## src/rtl/sseg_scan_display.sv

```systemverilog
// sseg_scan_display
// Time-multiplexed hex driver for DIGITS common-anode seven-segment digits.
// One segment bus is shared and the digits are scanned one at a time, each
// held for SCAN_DIV clocks. New values are staged in shadow registers and
// swapped into the active set only on a frame boundary, so a frame never
// mixes old and new digits. Also supports leading-zero blanking, per-digit
// blink (half-period BLINK_FRAMES frames) and decimal points.
//
// Ports
//   clk          system clock, rising edge
//   reset        asynchronous active-high reset
//   load         capture data_in / dp_in / blink_en this cycle
//   data_in      hex value, nibble i -> digit i (digit 0 least significant)
//   dp_in        decimal point enable per digit
//   blink_en     blink enable per digit
//   blank_lz     leading-zero blanking enable (live level)
//   seg_out      segments {g,f,e,d,c,b,a}, active-low, registered
//   dp_out       decimal point, active-low, registered
//   digit_sel    one-hot active-low digit enable, registered
//   frame_start  one-cycle pulse when the scan wraps to digit 0
//   pending      high while a captured value waits for the next frame
module sseg_scan_display #(
    parameter int DIGITS       = 4,
    parameter int SCAN_DIV     = 1000,
    parameter int BLINK_FRAMES = 64
) (
    input  logic                  clk,
    input  logic                  reset,
    input  logic                  load,
    input  logic [4*DIGITS-1:0]   data_in,
    input  logic [DIGITS-1:0]     dp_in,
    input  logic [DIGITS-1:0]     blink_en,
    input  logic                  blank_lz,
    output logic [6:0]            seg_out,
    output logic                  dp_out,
    output logic [DIGITS-1:0]     digit_sel,
    output logic                  frame_start,
    output logic                  pending
);

    localparam int PW = (SCAN_DIV > 1) ? $clog2(SCAN_DIV) : 1;
    localparam int IW = (DIGITS > 1) ? $clog2(DIGITS) : 1;
    localparam int BW = (BLINK_FRAMES > 1) ? $clog2(BLINK_FRAMES) : 1;
    localparam logic [PW-1:0] PRESC_LAST = PW'(SCAN_DIV - 1);
    localparam logic [IW-1:0] IDX_LAST   = IW'(DIGITS - 1);
    localparam logic [BW-1:0] BLINK_LAST = BW'(BLINK_FRAMES - 1);

    // Hex nibble to active-low {g,f,e,d,c,b,a}
    function automatic logic [6:0] decode_hex(input logic [3:0] nib);
        logic [6:0] seg;
        case (nib)
            4'h0:    seg = 7'h40;
            4'h1:    seg = 7'h79;
            4'h2:    seg = 7'h24;
            4'h3:    seg = 7'h30;
            4'h4:    seg = 7'h19;
            4'h5:    seg = 7'h12;
            4'h6:    seg = 7'h02;
            4'h7:    seg = 7'h78;
            4'h8:    seg = 7'h00;
            4'h9:    seg = 7'h10;
            4'hA:    seg = 7'h08;
            4'hB:    seg = 7'h03;
            4'hC:    seg = 7'h46;
            4'hD:    seg = 7'h21;
            4'hE:    seg = 7'h06;
            4'hF:    seg = 7'h0E;
            default: seg = 7'h7F;
        endcase
        return seg;
    endfunction

    logic [PW-1:0]         presc_q, presc_d;
    logic [IW-1:0]         idx_q, idx_d;
    logic [BW-1:0]         blink_cnt_q, blink_cnt_d;
    logic                  blink_phase_q, blink_phase_d;
    logic [4*DIGITS-1:0]   act_data_q, act_data_d, sh_data_q, sh_data_d;
    logic [DIGITS-1:0]     act_dp_q, act_dp_d, sh_dp_q, sh_dp_d;
    logic [DIGITS-1:0]     act_blink_q, act_blink_d, sh_blink_q, sh_blink_d;
    logic                  pending_q, pending_d;
    logic [6:0]            seg_q, seg_d;
    logic                  dp_q, dp_d;
    logic [DIGITS-1:0]     sel_q, sel_d;
    logic                  fs_q, fs_d;

    logic                  tick_s, boundary_s;
    logic [3:0]            nib_s;
    logic [DIGITS-1:0]     zero_from_s;  // bit i: all nibbles at positions >= i are zero
    logic                  run_s;
    logic                  lz_blank_s, blink_blank_s, blank_s;

    // Scan timing, blink timing and the shadow/active load handshake
    always_comb begin
        tick_s        = (presc_q == PRESC_LAST);
        boundary_s    = tick_s && (idx_q == IDX_LAST);
        presc_d       = presc_q;
        idx_d         = idx_q;
        blink_cnt_d   = blink_cnt_q;
        blink_phase_d = blink_phase_q;
        sh_data_d     = sh_data_q;
        sh_dp_d       = sh_dp_q;
        sh_blink_d    = sh_blink_q;
        act_data_d    = act_data_q;
        act_dp_d      = act_dp_q;
        act_blink_d   = act_blink_q;
        pending_d     = pending_q;

        if (tick_s) begin
            presc_d = {PW{1'b0}};
        end else begin
            presc_d = presc_q + PW'(1);
        end

        if (boundary_s) begin
            idx_d = {IW{1'b0}};
        end else if (tick_s) begin
            idx_d = idx_q + IW'(1);
        end else begin
            idx_d = idx_q;
        end

        if (boundary_s) begin
            if (blink_cnt_q == BLINK_LAST) begin
                blink_cnt_d   = {BW{1'b0}};
                blink_phase_d = ~blink_phase_q;
            end else begin
                blink_cnt_d   = blink_cnt_q + BW'(1);
            end
        end else begin
            blink_cnt_d = blink_cnt_q;
        end

        if (load) begin
            sh_data_d  = data_in;
            sh_dp_d    = dp_in;
            sh_blink_d = blink_en;
        end else begin
            sh_data_d  = sh_data_q;
        end

        // A load on the boundary itself bypasses the shadow so it is not
        // held back a whole frame.
        if (boundary_s) begin
            pending_d = 1'b0;
            if (load) begin
                act_data_d  = data_in;
                act_dp_d    = dp_in;
                act_blink_d = blink_en;
            end else if (pending_q) begin
                act_data_d  = sh_data_q;
                act_dp_d    = sh_dp_q;
                act_blink_d = sh_blink_q;
            end else begin
                act_data_d  = act_data_q;
            end
        end else if (load) begin
            pending_d = 1'b1;
        end else begin
            pending_d = pending_q;
        end
    end

    // Pixel generation for the digit currently selected by idx_q
    always_comb begin
        nib_s = act_data_q[4*int'(idx_q) +: 4];
        run_s = 1'b1;
        zero_from_s = {DIGITS{1'b0}};
        for (int i = DIGITS - 1; i >= 0; i--) begin
            run_s          = run_s & (act_data_q[4*i +: 4] == 4'h0);
            zero_from_s[i] = run_s;
        end
        lz_blank_s    = blank_lz && (idx_q != {IW{1'b0}}) && zero_from_s[idx_q];
        blink_blank_s = act_blink_q[idx_q] && blink_phase_q;
        blank_s       = lz_blank_s || blink_blank_s;
        if (blank_s) begin
            seg_d = 7'h7F;
            dp_d  = 1'b1;
        end else begin
            seg_d = decode_hex(nib_s);
            dp_d  = ~act_dp_q[idx_q];
        end
        sel_d = ~({{(DIGITS-1){1'b0}}, 1'b1} << idx_q);
        fs_d  = boundary_s;
    end

    // State and output registers
    always_ff @(posedge clk or posedge reset) begin
        if (reset) begin
            presc_q       <= {PW{1'b0}};
            idx_q         <= {IW{1'b0}};
            blink_cnt_q   <= {BW{1'b0}};
            blink_phase_q <= 1'b0;
            act_data_q    <= {(4*DIGITS){1'b0}};
            act_dp_q      <= {DIGITS{1'b0}};
            act_blink_q   <= {DIGITS{1'b0}};
            sh_data_q     <= {(4*DIGITS){1'b0}};
            sh_dp_q       <= {DIGITS{1'b0}};
            sh_blink_q    <= {DIGITS{1'b0}};
            pending_q     <= 1'b0;
            seg_q         <= 7'h7F;
            dp_q          <= 1'b1;
            sel_q         <= {DIGITS{1'b1}};
            fs_q          <= 1'b0;
        end else begin
            presc_q       <= presc_d;
            idx_q         <= idx_d;
            blink_cnt_q   <= blink_cnt_d;
            blink_phase_q <= blink_phase_d;
            act_data_q    <= act_data_d;
            act_dp_q      <= act_dp_d;
            act_blink_q   <= act_blink_d;
            sh_data_q     <= sh_data_d;
            sh_dp_q       <= sh_dp_d;
            sh_blink_q    <= sh_blink_d;
            pending_q     <= pending_d;
            seg_q         <= seg_d;
            dp_q          <= dp_d;
            sel_q         <= sel_d;
            fs_q          <= fs_d;
        end
    end

    assign seg_out     = seg_q;
    assign dp_out      = dp_q;
    assign digit_sel   = sel_q;
    assign frame_start = fs_q;
    assign pending     = pending_q;

endmodule

```

## config.mk

```make
export PLATFORM = sky130hd
export DESIGN_NAME = sseg_scan_display
export DESIGN_NICKNAME = d
export VERILOG_FILES = /design/src/rtl/sseg_scan_display.sv
export SDC_FILE = /design/constraint.sdc
export NUM_CORES = 1
export LEC_CHECK = 0
export ABC_AREA = 0
export CAP_MARGIN = 10
export CORE_ASPECT_RATIO = 1.75
export CORE_MARGIN = 2
export CORE_UTILIZATION = 40
export CTS_BUF_LIST = sky130_fd_sc_hd__clkbuf_8 sky130_fd_sc_hd__clkbuf_16
export CTS_CLUSTER_DIAMETER = 30
export DETAILED_ROUTE_END_ITERATION = 10
export DONT_BUFFER_PORTS = 1
export HOLD_SLACK_MARGIN = 0.08
export PLACE_DENSITY = 0.54
export RECOVER_POWER = 100
export SETUP_SLACK_MARGIN = 0.4
export SKIP_CTS_REPAIR_TIMING = 1
export SYNTH_ARGS = -nofsm -noshare
export SYNTH_HDL_FRONTEND = slang
export SYNTH_SLANG_ARGS = --single-unit
```

## constraint.sdc

```tcl
create_clock -name clk -period 4.6 [get_ports clk]
set_input_delay 0.23 -clock clk [delete_from_list [all_inputs] [get_ports clk]]
set_output_delay 0.23 -clock clk [all_outputs]
set_load 0.02 [all_outputs]
```

==> impl_metrics.py <==
metrics = {
    "worst_setup_path": {
        "cp_slowest_cell": "nor2_4",
        "r2r_end": "act_blink_q[0]",
        "worst_ep_arrival_time_ps": 2930,
        "critPathLaunch": "presc_q[0]",
        "path_max_fanout": 24,
        "rrSetupSlack_ps": 1890,
        "crit_path_end_kind": "flop",
        "reg2reg_depth": 6,
        "path_cells": "ha_1, nand2_1, nor4_4, nand2_1, nor2_4, mux2_2",
        "critical_path_class": "reg -> reg",
        "critical-path-max-stage-delay_ps": 620,
        "worstPathRequired_ps": 4820,
        "r2r_start": "presc_q[0]",
        "crit_top_cell": "nand2_1",
        "endpoint": "act_blink_q[0]",
        "cp-start-kind": "flop",
    },
    "synthesis": {
        "synth.avg_cell_area_um2": 13.41,
        "yosysUniqueCellTypes": 41,
        "async_reset_ff_frac": 1.000,
        "ys.flop_type": "dfrtp_1",
        "netlist.area_leader.share": 0.4788,
        "synthTopCellsByArea": "dfrtp_1 (48%), mux2_2 (14%), dfstp_2 (8.7%)",
        "ys_ff_latch": 81,
        "netlist_area_um2": 3606,
        "synth.net_count": 309,
        "syn-instance-count": 269,
        "synth_edf_count": 0,
        "yosys.area.top_type": "dfrtp_1",
        "yosysSeqAreaShare": 0.5663,
        "yosysWarnings": 0,
    },
    "clock_network": {
        "cts_tree": "yes",
        "cts-htree-levels": 3,
        "cts_buffers": 9,
        "cts_num_sinks": 81,
        "cts.clk_slew.worst_paths_ps": 60,
        "clockRootBuffer": "clkbuf_16",
        "clk_path_buf_depth": 2,
        "clk_latency_ps": 340,
    },
    "routing": {
        "vias": 2155,
        "dr.pass1.iters": 4,
        "totalWireLength_um": 6783,
        "initialDrtViolationCount": 75,
        "ant_nets": 0,
        "wl_per_cell_um": 15.85,
        "drc": 0,
        "via_per_inst": 5.035,
    },
    "sta": {
        "setup_violations": 0,
        "max_freq_ghz": 0.3684,
        "setup_slack_ps": 1886,
        "tns_ps": 0,
        "holdWs_ps": 80.02,
        "rsz0062_at_grt": "false",
        "drv_slew": 82,
        "period_needed_ps": 2714,
        "fin_crit_sh": 0.5901,
        "tightest_slew_ps": 1987,
        "hold_violations": 0,
        "finClkSkew_ps": 6.081,
        "relSlewSlack": -0.3249,
    },
    "pwr": {
        "p_int_w": 0.001352,
        "total_power_w": 0.001700,
        "switching_power_w": 0.0003480,
        "swShare": 0.2047,
        "clkPwrFrac": 0.490,
        "p_per_area_nw_per_um2": 386.4,
        "peakVddDrop_v": 0.0002004,
        "pwr-share-comb": 0.060,
        "seqPwrFrac": 0.450,
        "p_leak_nw": 1.922,
    },
    "die": {
        "start_util": 0.4132,
        "die_area_um2": 9821,
        "fp.coreArea_um2": 8727,
        "rows": 45,
        "die_w_um": 75.78,
        "io_pins": 42,
        "dieHeight_um": 129.6,
    },
    "placement": {
        "io_buffers": 0,
        "dp_worst_setup_slack_ps": 1954,
        "hpwl_um": 4513,
        "gp_congestion": 0.8051,
        "dpl_cell_area_um2": 3702,
    },
    "outcome": {
        "status": "finished with violations",
        "failed_checks": "capacitance limit, slew limit",
    },
    "final_layout": {
        "multi_input_area_um2": 1450,
        "seq_area_um2": 2042,
        "final.fill_count": 766,
        "drive_gt1_frac": 0.1768,
        "num_antenna_cells": 0,
        "fin_nets": 346,
        "final_cell_area_um2": 4400,
        "syn2layout_area_growth_pct": 22.03,
    },
    "run": {
        "maxCapViolations": 1,
    },
    "global_routing": {
        "grt_max_degree": 82,
        "grt_pass1_vias": 2126,
        "grtUsageTotal": 0.1498,
        "grt_pass1_wl_um": 10720,
        "overflow": 0,
        "antenna_found_initial": 0,
    },
    "worst_hold_path": {
        "hp-class": "in -> reg",
    },
}
-- sequential cells by signal (all words and copies together), names as in the netlist, 2 cells and up --
register     cells
act_data_q      16
sh_data_q       16
presc_q         10
seg_out          7
blink_cnt_q      6
act_blink_q      4
act_dp_q         4
digit_sel        4
sh_blink_q       4
sh_dp_q          4
idx_q            2
-- placed cells by master (no fill, tap or decap), types with 2 or more instances in the layout --
cell            n
mux2_1         22
a21oi_1         3
xnor2_1         8
mux2_2         27
xor2_1          2
o21ai_0         5
dfrtp_1        69
nand2_1        16
ha_1           12
nand3_1         9
a21o_1          2
nor4_1          3
nor2b_1         3
dfstp_1        12
nor3_1          3
inv_1          12
mux2i_1         4
dlygate4sd3_1  35
nor3b_1         2
o211ai_1        4
clkbuf_16       9
bufinv_16       3
nand2b_1        2
mux4_2          7
clkinvlp_4      2
and3_1          6
nor2_1         13
-- cell type report --
type,instances,area share
Clock buffer,10,0.05431
Clock inverter,6,0.02587
Inverter,14,0.01223
Multi-Input combinational cell,164,0.3295
Sequential cell,81,0.4640
Tap cell,117,0.03327
Timing Repair Buffer,36,0.08075
-- stage by stage --
step / utilization / cells
6_report: 0.5042 / 428
5_1_grt: 0.5042 / 428
4_1_cts: 0.4647 / 393
3_5_place_dp: 0.4242 / 377
3_3_place_gp: 0.4242 / 377
2_1_floorplan: - / 269
-- worst max-delay path, delay by kind of cell, from the launching register on --
family / cells / cell delay [ps]
multiplexers: 1 / 410
adder cells (fa/ha/maj): 1 / 260
AND/OR/NAND/NOR: 4 / 1540
flip-flops: 1 / 380
-- synthesized netlist by cell type (4+ instances only) --
library cell and n:
dfrtp_1 69, mux2_2 46, nand2_1 15, inv_1 13, nor2_1 13, dfstp_2 12, ha_1 12, nand3_1 9
xnor2_1 8, mux4_2 7, and3_1 6, o21ai_0 5, mux2i_1 4, o211ai_1 4
-- how the worst min path moves through the flow --
stage / start / end / slack, ps / depth (start not counted)
2_1_floorplan: blink_en[0] / sh_blink_q[0] / 390 / 1
3_3_place_gp: blink_en[0] / sh_blink_q[0] / 400 / 1
3_5_place_dp: data_in[15] / sh_data_q[15] / 400 / 1
4_1_cts: data_in[15] / sh_data_q[15] / 40 / 1
5_1_grt: load / sh_dp_q[1] / 80 / 1
6_report: load / sh_dp_q[3] / 80 / 1
-- layer usage --
metal | GRT usage | vias up | routed length, um
li1 | - | 1019 | -
met1 | 0.1718 | 1071 | 2818
met2 | 0.2383 | 45 | 3527
met3 | 0.04510 | 20 | 195
met4 | 0.09185 | 0 | 241
met5 | 0 | - | 0
-- cells by family (layout without fill, tap and decap cells) --
kind of cell	Yosys count	count (layout)	synth area share
compound gates	21	21	0.03886
xor+xnor	10	10	0.02429
buf+inv	24	66	0.03088
flops	81	81	0.5663
fa+ha+maj	12	12	0.04164
simple gates	61	61	0.09021
mux	60	60	0.2078
-- power by group through the flow --
stage               clock network, W  registers, W   logic, W
floorplan                          0      0.000776  0.0000657
global placement                   0      0.000780  0.0000768
detailed placement                 0      0.000781  0.0000781
CTS                         0.000856      0.000768  0.0000784
global route                0.000881      0.000770   0.000115
finish                      0.000833      0.000766   0.000101
Power figures use the tool's default switching activity.
